[src/rtl/fetch_decode_queue_pkg.sv]
// Shared types for the fetch-to-decode instruction queue: instruction/PC widths,
// fetch exception status and the entry record stored per queue slot.
package fetch_decode_queue_pkg;

    localparam int INSTR_WIDTH       = 32;
    localparam int PC_WIDTH          = 32;
    localparam int FETCH_QUEUE_DEPTH = 4;

    // Carried alongside the instruction untouched; decode decides what to do with it.
    typedef struct packed {
        logic xcpt_bus_error;
        logic xcpt_page_fault;
        logic xcpt_misaligned;
    } fetch_xcpt_t;

    typedef struct packed {
        logic [INSTR_WIDTH-1:0] instr;
        logic [PC_WIDTH-1:0]    pc;
        fetch_xcpt_t            xcpt;
    } fetch_queue_entry_t;

endpackage

[src/rtl/fetch_decode_queue.sv]
// In-order instruction queue between fetch and decode: circular buffer with a
// separate occupancy counter, fetch back-pressure and a taken-branch flush.
module fetch_decode_queue
    import fetch_decode_queue_pkg::*;
#(
    parameter int QUEUE_DEPTH = FETCH_QUEUE_DEPTH
) (
    input  logic                               clock,
    input  logic                               reset,
    input  logic                               flush,
    input  logic                               fetch_instr_valid,
    input  logic [INSTR_WIDTH-1:0]             fetch_instr_data,
    input  logic [PC_WIDTH-1:0]                fetch_instr_pc,
    input  fetch_xcpt_t                        fetch_xcpt,
    output logic                               stall_fetch,
    input  logic                               stall_decode,
    output logic                               decode_instr_valid,
    output logic [INSTR_WIDTH-1:0]             decode_instr_data,
    output logic [PC_WIDTH-1:0]                decode_instr_pc,
    output fetch_xcpt_t                        decode_xcpt,
    output logic [$clog2(QUEUE_DEPTH+1)-1:0]   queue_count,
    output logic                               overflow_error
);

    localparam int PTR_W = $clog2(QUEUE_DEPTH);
    localparam int CNT_W = $clog2(QUEUE_DEPTH + 1);

    fetch_queue_entry_t mem_reg [QUEUE_DEPTH];
    logic [PTR_W-1:0]   rd_ptr_reg;
    logic [PTR_W-1:0]   wr_ptr_reg;
    logic [CNT_W-1:0]   count_reg;
    logic               overflow_reg;

    logic               empty;
    logic               full;
    logic               push;
    logic               pop;
    fetch_queue_entry_t wr_entry;
    fetch_queue_entry_t head_entry;

    always_comb begin
        empty              = (count_reg == '0);
        full               = (count_reg == CNT_W'(QUEUE_DEPTH));
        // A full queue still accepts when the head leaves in the same cycle.
        stall_fetch        = full & stall_decode;
        decode_instr_valid = !empty & !flush;
        pop                = decode_instr_valid & !stall_decode;
        push               = fetch_instr_valid & !stall_fetch & !flush;

        wr_entry.instr     = fetch_instr_data;
        wr_entry.pc        = fetch_instr_pc;
        wr_entry.xcpt      = fetch_xcpt;

        head_entry         = empty ? '0 : mem_reg[rd_ptr_reg];
        decode_instr_data  = head_entry.instr;
        decode_instr_pc    = head_entry.pc;
        decode_xcpt        = head_entry.xcpt;
        queue_count        = count_reg;
        overflow_error     = overflow_reg;
    end

    // Storage is plain enable flops with no reset; stale slots are never presented.
    for (genvar gi = 0; gi < QUEUE_DEPTH; gi++) begin : g_slot
        always_ff @(posedge clock) begin
            if (push && (wr_ptr_reg == PTR_W'(gi))) begin
                mem_reg[gi] <= wr_entry;
            end
        end
    end

    always_ff @(posedge clock or posedge reset) begin
        if (reset) begin
            rd_ptr_reg <= '0;
            wr_ptr_reg <= '0;
            count_reg  <= '0;
        end else if (flush) begin
            rd_ptr_reg <= '0;
            wr_ptr_reg <= '0;
            count_reg  <= '0;
        end else begin
            if (push) begin
                wr_ptr_reg <= wr_ptr_reg + PTR_W'(1);
            end
            if (pop) begin
                rd_ptr_reg <= rd_ptr_reg + PTR_W'(1);
            end
            if (push && !pop) begin
                count_reg <= count_reg + CNT_W'(1);
            end else if (pop && !push) begin
                count_reg <= count_reg - CNT_W'(1);
            end
        end
    end

    // Sticky until reset; a flush does not hide an earlier lost instruction.
    always_ff @(posedge clock or posedge reset) begin
        if (reset) begin
            overflow_reg <= 1'b0;
        end else if (fetch_instr_valid && stall_fetch) begin
            overflow_reg <= 1'b1;
        end
    end

endmodule

[config.mk]
export PLATFORM = sky130hd
export DESIGN_NAME = fetch_decode_queue
export DESIGN_NICKNAME = d
export VERILOG_FILES = /design/src/rtl/fetch_decode_queue_pkg.sv /design/src/rtl/fetch_decode_queue.sv
export SDC_FILE = /design/constraint.sdc
export NUM_CORES = 1
export LEC_CHECK = 0
export BUFFER_PORTS_ARGS = -buffer_cell sky130_fd_sc_hd__buf_2
export CAP_MARGIN = 25
export CORE_MARGIN = 8
export CORE_UTILIZATION = 57
export CTS_CLUSTER_DIAMETER = 80
export DETAILED_ROUTE_END_ITERATION = 12
export PLACE_DENSITY = 0.86
export SETUP_SLACK_MARGIN = 0.5
export SLEW_MARGIN = 0
export SYNTH_ARGS = -nofsm -noshare
export SYNTH_HDL_FRONTEND = slang
export SYNTH_SLANG_ARGS = --single-unit
export TNS_END_PERCENT = 10
[constraint.sdc]
create_clock -name clock -period 3.6 [get_ports clock]
set_input_delay 0.72 -clock clock [delete_from_list [all_inputs] [get_ports clock]]
set_output_delay 0.72 -clock clock [all_outputs]
set_load 0.02 [all_outputs]
==> results of run 1 <==
[worst paths after layout]
| path | depth (start not counted) | end | slack, ps |
|---|---|---|---|
| min in group clock | 1 | mem_reg[1][34]$_DFFE_PP_ | 410 |
| max | 4 | decode_instr_pc[22] | 610 |
| max in group asynchronous | 2 | rd_ptr_reg[0]$_DFFE_PP0P_ | 3160 |
| min | 2 | overflow_error$_DFFE_PP0P_ | 160 |
| max reg2reg | 7 | queue_count[2]$_DFFE_PP0P_ | 1260 |
| min reg2reg | 1 | overflow_error$_DFFE_PP0P_ | 480 |
[stage by stage]
step	cell area, um^2	hold WS, ps	total power, W	utilization, %
after floorplan	10700	536	0.00575	-
after global placement	11700	445	0.00659	63.2
after detailed placement	11700	468	0.00663	63.2
after CTS	12700	143	0.00948	68.1
after global routing	12700	163	0.00977	68.2
final	12700	155	0.00937	68.2
[layer usage]
layer	part of all wire, %	routed length (um)	up-vias
met5	0.11	23	-
met4	1.7	366	4
met3	7.0	1480	28
met2	52	11000	188
met1	40	8450	2720
li1	-	-	2276
[kinds of logic (layout without fill, tap and decap cells)]
kind of cell,after synthesis,after routing
xor+xnor,6,6
fa+ha+maj,5,5
buf+inv,31,206
simple gates,96,96
flops,276,276
compound gates,5,5
other cells,0,1
mux,69,69
[worst reg2reg max path, stage by stage, from the launching register on]
cell and delay, ps:
dfrtp_1 520, nor4bb_4 460, nand2b_1 250, nor3_1 90, fa_1 430, and3b_1 220, o21bai_1 150, a31oi_1 100
[timing repair]
action | in CTS | in global routing
buffers inserted | 0 | 1
gates cloned | 1 | 0
gates resized for setup | 1 | 0
endpoints found under the setup margin | 14 | 1
[where the power goes]
group	switching, W	internal, W	leakage, nW
Combinational	0.00164	0.00115	1.38
Sequential	0.0000943	0.00371	2.53
Clock	0.00112	0.00166	0.422
[placed cells by master, fill, tap and decap left out, drive strengths merged, types with 2 or more instances in the layout]
master and n:
and2 4, buf 152, bufinv 4, clkbuf 34
clkinv 8, dfrtp 8, edfxtp 268, ha 4
inv 6, mux4 67, nand2 3, nand2b 2
nand3b 3, nor2 11, nor2b 67, nor3 2
nor3b 2, xnor2 4, xor2 2
[synth_stat cells (3+ instances only)]
library cell  count
edfxtp_1        268
mux4_2           67
nor2b_1          67
buf_2            13
nor2_1           11
clkbuf_1         10
dfrtp_1           8
inv_1             5
and2_1            4
ha_1              4
xnor2_1           4
nand2_1           3
nand3b_1          3
[area by class of cell]
cell class / count / area, um^2 / share of cell area [%]
sequential: 276 / 8260 / 65.1
multi-input combinational: 181 / 2320 / 18.3
timing repair buffer: 153 / 916 / 7.23
clock buffer: 34 / 702 / 5.54
tap: 234 / 293 / 2.31
clock inverter: 14 / 170 / 1.34
inverter: 5 / 18.8 / 0.148
antenna: 1 / 2.50 / 0.0197
==> results.py, run 1 <==
metrics = {
    "finish": {
        "layout-drive-gt1-share_pct": 40.1,
        "fillers": 1163,
        "fin_cells": 898,
        "area_growth_pct": 18.4,
        "largest_reg_flops": 268,
        "nets": 721,
    },
    "drt": {
        "routed_via_density": 5.81,
        "drt_first_pass_iters": 4,
        "drt.antenna.violating_nets": 0,
        "wire_per_inst_um": 23.7,
        "first_iter_violations": 418,
        "drt-total-wl_um": 21300,
        "route.vias.total": 5216,
        "drcViolationCount": 0,
    },
    "placed_design": {
        "gp_congestion": 0.732,
        "placed_cells_incl_taps": 847,
        "preCtsSetupSlack_ps": 1010,
        "io_buffers": 144,
        "dp_hpwl_um": 12200,
    },
    "floorplan": {
        "die_w_um": 153,
        "dieArea_mm2": 0.0234,
        "core_area_mm2": 0.0186,
        "ioPinCount": 145,
        "die_h_um": 153,
        "num_rows": 50,
        "start_util_pct": 57.6,
    },
    "synthesis": {
        "yosys-mux-area-fraction_pct": 14.3,
        "synth_compound_area_share_pct": 0.351,
        "yosys.area_share.adder_pct": 0.655,
        "async_flop_share_pct": 2.90,
        "avgSynthCellArea_um2": 21.9,
        "ys_ff_latch": 276,
        "synth-edff-count": 268,
        "yosysTopAreaCell": "edfxtp_1",
        "synth_simple_gate_area_share_pct": 5.72,
        "synth_ff_type": "edfxtp_1",
        "synth-xor-area-share_pct": 0.491,
        "synth_fp_nets": 565,
        "yosys-top-cells-area": "edfxtp_1 75%, mux4_2 14%, nor2b_1 3.9%",
        "synthesis.area_mm2": 0.0107,
        "synth_cell_types": 31,
        "yosys_warnings": 0,
        "ys_seq_area_share_pct": 77.1,
        "syn_inst": 488,
        "synth_top_area_share_pct": 75.2,
        "synth_top_family_by_area": "multiplexers",
    },
    "setup_path": {
        "path_max_fanout": 34,
        "cp_data_required_time_ps": 2880,
        "cp-start-kind": "flop",
        "slowest_stage": "mux4_2",
        "crit_buf_inv": 2,
        "r2r-start": "queue_count[2]$_DFFE_PP0P_",
        "startpoint": "rd_ptr_reg[0]$_DFFE_PP0P_",
        "crit_type": "reg2out",
        "critPathTopFamily": "buffers and inverters",
        "crit_chain": "bufbuf_16, mux4_2, nor2b_1, buf_2",
        "worstPathArrival_ps": 2270,
        "end_kind": "output pin",
        "max_stage_delay_ps": 550,
    },
    "timing": {
        "post-route-period-util_pct": 83.0,
        "finClkSkew_ps": 12.0,
        "hold_viol": 0,
        "slew_viol_final": 0,
        "worst_slack_ps": 611,
        "setup_viol": 0,
        "worst_pin_slew_ps": 599,
        "slew_headroom_pct": 60.1,
        "tns_ps": 0,
        "rsz0062_at_grt": "no",
        "post-route-min-period_ps": 2990,
        "clock.fmax_ghz": 0.335,
    },
    "clock_tree": {
        "clock_latency_ps": 520,
        "htreeDepth": 1,
        "cts_buffers": 27,
        "clock-root-buffer": "clkbuf_16",
        "cts_tree": "built",
        "clkSinkCount": 276,
        "clk_pin_slew_ps": 60,
        "clk_path_buf_depth": 3,
        "hold_buffers": 0,
    },
    "global_routing": {
        "grtUsageMet1_pct": 23.4,
        "globalRouteMet2Util_pct": 30.8,
        "grt-busiest-layer": "met2",
        "use_met3_pct": 4.34,
        "grt_first_pass_wirelength_um": 33000,
        "gr-total-overflow": 0,
        "track_usage_pct": 18.2,
        "grt_pass1_vias": 5698,
        "antenna_found_initial": 2,
        "grt_max_degree": 71,
    },
    "power": {
        "p_leak_nw": 4.34,
        "p_per_area_mw_per_mm2": 739,
        "peakVddDrop_mv": 0.528,
    },
    "hold_path": {
        "min_path_type": "in2async",
    },
    "status": {
        "status": "finished, final reports clean",
    },
    "run": {
        "maxCapViolations": 0,
    },
}
Power figures use the tool's default switching activity.
==> run 2: changes to the inputs <==
--- a/config.mk
+++ b/config.mk
@@ -5,6 +5,7 @@
 export SDC_FILE = /design/constraint.sdc
 export NUM_CORES = 1
 export LEC_CHECK = 0
+export ABC_AREA = 1
 export BUFFER_PORTS_ARGS = -buffer_cell sky130_fd_sc_hd__buf_2
 export CAP_MARGIN = 25
 export CORE_MARGIN = 8
==> constraint.sdc (replaced) <==
create_clock -name clock -period 2.8 [get_ports clock]
set_input_delay 0.56 -clock clock [delete_from_list [all_inputs] [get_ports clock]]
set_output_delay 0.56 -clock clock [all_outputs]
set_load 0.02 [all_outputs]
==> results.py, run 2 <==
metrics = {
    "floorplan": {
        "start_util_pct": 58.4,
        "die_h_um": 155,
        "core_area_mm2": 0.0188,
        "ioPinCount": 145,
        "num_rows": 50,
        "die_w_um": 155,
        "dieArea_mm2": 0.0239,
    },
    "power": {
        "seqPwrFrac_pct": 36.6,
        "p_per_area_mw_per_mm2": 960,
        "combPwrFrac_pct": 34.5,
        "clkPwrFrac_pct": 28.9,
        "p_sw_w": 0.00431,
        "p_int_w": 0.00880,
        "p_leak_nw": 5.05,
        "peakVddDrop_mv": 0.614,
        "swShare_pct": 32.9,
    },
    "synthesis": {
        "async_flop_share_pct": 2.90,
        "yosysMostFrequentCell": "nor2_1",
        "ys_ff_latch": 276,
        "synth_cell_types": 25,
        "synth_common_cells": "274 x nor2_1, 268 x edfxtp_1, 70 x o21ai_0, 69 x o21ai_1, 68 x a21oi_1",
        "ys_seq_area_share_pct": 75.2,
        "synthesis.area_mm2": 0.0110,
        "synth_fp_nets": 941,
        "synth-edff-count": 268,
        "syn_inst": 864,
        "synth_top_area_share_pct": 73.4,
        "synth_ff_type": "edfxtp_1",
        "yosys-top-cells-area": "edfxtp_1 73%, nor2_1 9.4%, o21ai_0 3.2%",
        "yosysTopAreaCell": "edfxtp_1",
        "yosys_warnings": 0,
        "avgSynthCellArea_um2": 12.7,
    },
    "finish": {
        "largest_reg_flops": 268,
        "area_growth_pct": 24.5,
        "nets": 1110,
        "layout-drive-gt1-share_pct": 25.2,
        "most-common-layout-cells": "268 x edfxtp_1, 261 x nor2_1, 103 x buf_2",
        "fin_util_pct": 72.7,
        "fillers": 1167,
        "mostFrequentLayoutCell": "edfxtp_1",
    },
    "clock_tree": {
        "clk_pin_slew_ps": 60,
        "cts_tree": "built",
        "clock_latency_ps": 530,
        "htreeDepth": 1,
        "clkSinkCount": 276,
        "clk_path_buf_depth": 3,
        "clock-root-buffer": "clkbuf_16",
        "cts_buffers": 27,
    },
    "global_routing": {
        "grt_pass1_vias": 7746,
        "antenna_found_initial": 1,
        "grt_max_degree": 42,
        "grt_first_pass_wirelength_um": 40000,
        "track_usage_pct": 21.4,
        "gr-total-overflow": 0,
    },
    "drt": {
        "route.vias.total": 7457,
        "first_iter_violations": 649,
        "routed_via_density": 5.79,
        "drcViolationCount": 0,
        "drt_first_pass_iters": 5,
        "wire_per_inst_um": 21.1,
        "drt.antenna.violating_nets": 0,
        "drt-total-wl_um": 27200,
    },
    "setup_path": {
        "worstPathArrival_ps": 2160,
        "cp-start-kind": "flop",
        "crit_type": "reg2out",
        "end_kind": "output pin",
        "cp_data_required_time_ps": 2240,
        "path_max_fanout": 7,
    },
    "timing": {
        "hold_viol": 0,
        "setup_viol": 0,
        "post-route-period-util_pct": 97.2,
        "slew_headroom_pct": 61.7,
        "slew_viol_final": 0,
        "rsz0062_at_grt": "yes",
        "clock.fmax_ghz": 0.367,
        "worst_pin_slew_ps": 574,
        "finClkSkew_ps": 16.5,
        "tns_ps": 0,
        "post-route-min-period_ps": 2720,
    },
    "hold_path": {
        "min_path_type": "in2reg",
    },
    "status": {
        "status": "finished, final reports clean",
    },
    "run": {
        "maxCapViolations": 0,
    },
    "placed_design": {
        "io_buffers": 144,
        "gp_congestion": 0.812,
        "dp_hpwl_um": 13900,
    },
}
-- run 2: cell types whose count changed in the layout (fill, tap and decap cells not counted), sizes merged, moves of 15 or more --
cell   change
nor2b     -67
nor2     +265
o21ai    +139
mux4      -67
nand2     +15
a21oi     +67
buf       +33
-- run 2: final timing paths --
check	startpoint	cells past startpoint	to	slack, ps
max in group asynchronous	reset	3	rd_ptr_reg[0]$_DFFE_PP0P_	1930
worst min-delay path	fetch_instr_data[18]	1	mem_reg[0][53]$_DFFE_PP_	250
worst max-delay path	rd_ptr_reg[0]$_DFFE_PP0P_	7	decode_instr_pc[13]	80
worst min register to register	overflow_error$_DFFE_PP0P_	1	overflow_error$_DFFE_PP0P_	480
worst max register to register	queue_count[2]$_DFFE_PP0P_	12	queue_count[2]$_DFFE_PP0P_	760
min in group asynchronous	reset	3	queue_count[2]$_DFFE_PP0P_	570
-- run 2: final cells by class --
type / count / area [um^2] / share of cell area [%]
Antenna cell: 1 / 2.50 / 0.0183
Clock buffer: 33 / 698 / 5.11
Clock inverter: 16 / 229 / 1.68
Inverter: 20 / 92.6 / 0.678
Multi-Input combinational cell: 516 / 2410 / 17.7
Sequential cell: 276 / 8250 / 60.5
Tap cell: 234 / 293 / 2.14
Timing Repair Buffer: 192 / 1670 / 12.2
-- run 2: kinds of logic after synthesis --
group,count (synthesis),share of synthesized area [%]
AO/OA/AOI/OAI,209,9.59
buffers and inverters,72,3.79
AND/OR/NAND/NOR,301,10.7
adder cells (fa/ha/maj),5,0.639
XOR/XNOR,1,0.0799
flip-flops,276,75.2
-- run 2: power groups by stage --
stage | Combinational, W | Sequential, W | Clock [W]
detailed placement | 0.00339 | 0.00490 | 0
global route | 0.00482 | 0.00481 | 0.00397
global placement | 0.00331 | 0.00490 | 0
finish | 0.00452 | 0.00480 | 0.00378
floorplan | 0.00232 | 0.00487 | 0
CTS | 0.00417 | 0.00480 | 0.00380
-- run 2: timing repair --
action | 4_1_cts | 5_1_grt
resized for setup | 67 | 41
setup buffers | 11 | 2
setup endpoints to repair | 68 | 68
hold buffers | 1 | 0
cloned | 8 | 6
pin swaps | 8 | 11
endpoints found under the hold margin | 8 | 0
-- run 2: critical path, stage by stage (launching register included) --
cell	delay [ps]
dfrtp_4	570
buf_12	190
buf_16	140
nor2_4	30
nor2_2	110
o21ai_1	120
a21oi_1	260
buf_4	200
-- run 2: per-stage QoR --
stage | worst slack [ps] | cell area [um^2] | hold WS (ps) | total power, W | std cells
global route | -13.3 | 13700 | 232 | 0.0136 | 1288
finish | 77.6 | 13700 | 246 | 0.0131 | 1288
CTS | 227 | 13400 | 233 | 0.0128 | 1279
detailed placement | 464 | 11900 | 465 | 0.00829 | 1210
global placement | 523 | 11900 | 458 | 0.00820 | 1210
floorplan | 477 | 11000 | 376 | 0.00719 | 864
-- run 2: layer usage --
layer | wire [um] | track usage (%) | up-vias
met1 | 10400 | 25.1 | 3631
li1 | - | - | 3386
met5 | 0 | 0 | -
met2 | 13900 | 38.8 | 385
met3 | 2330 | 3.96 | 55
met4 | 583 | 7.19 | 0
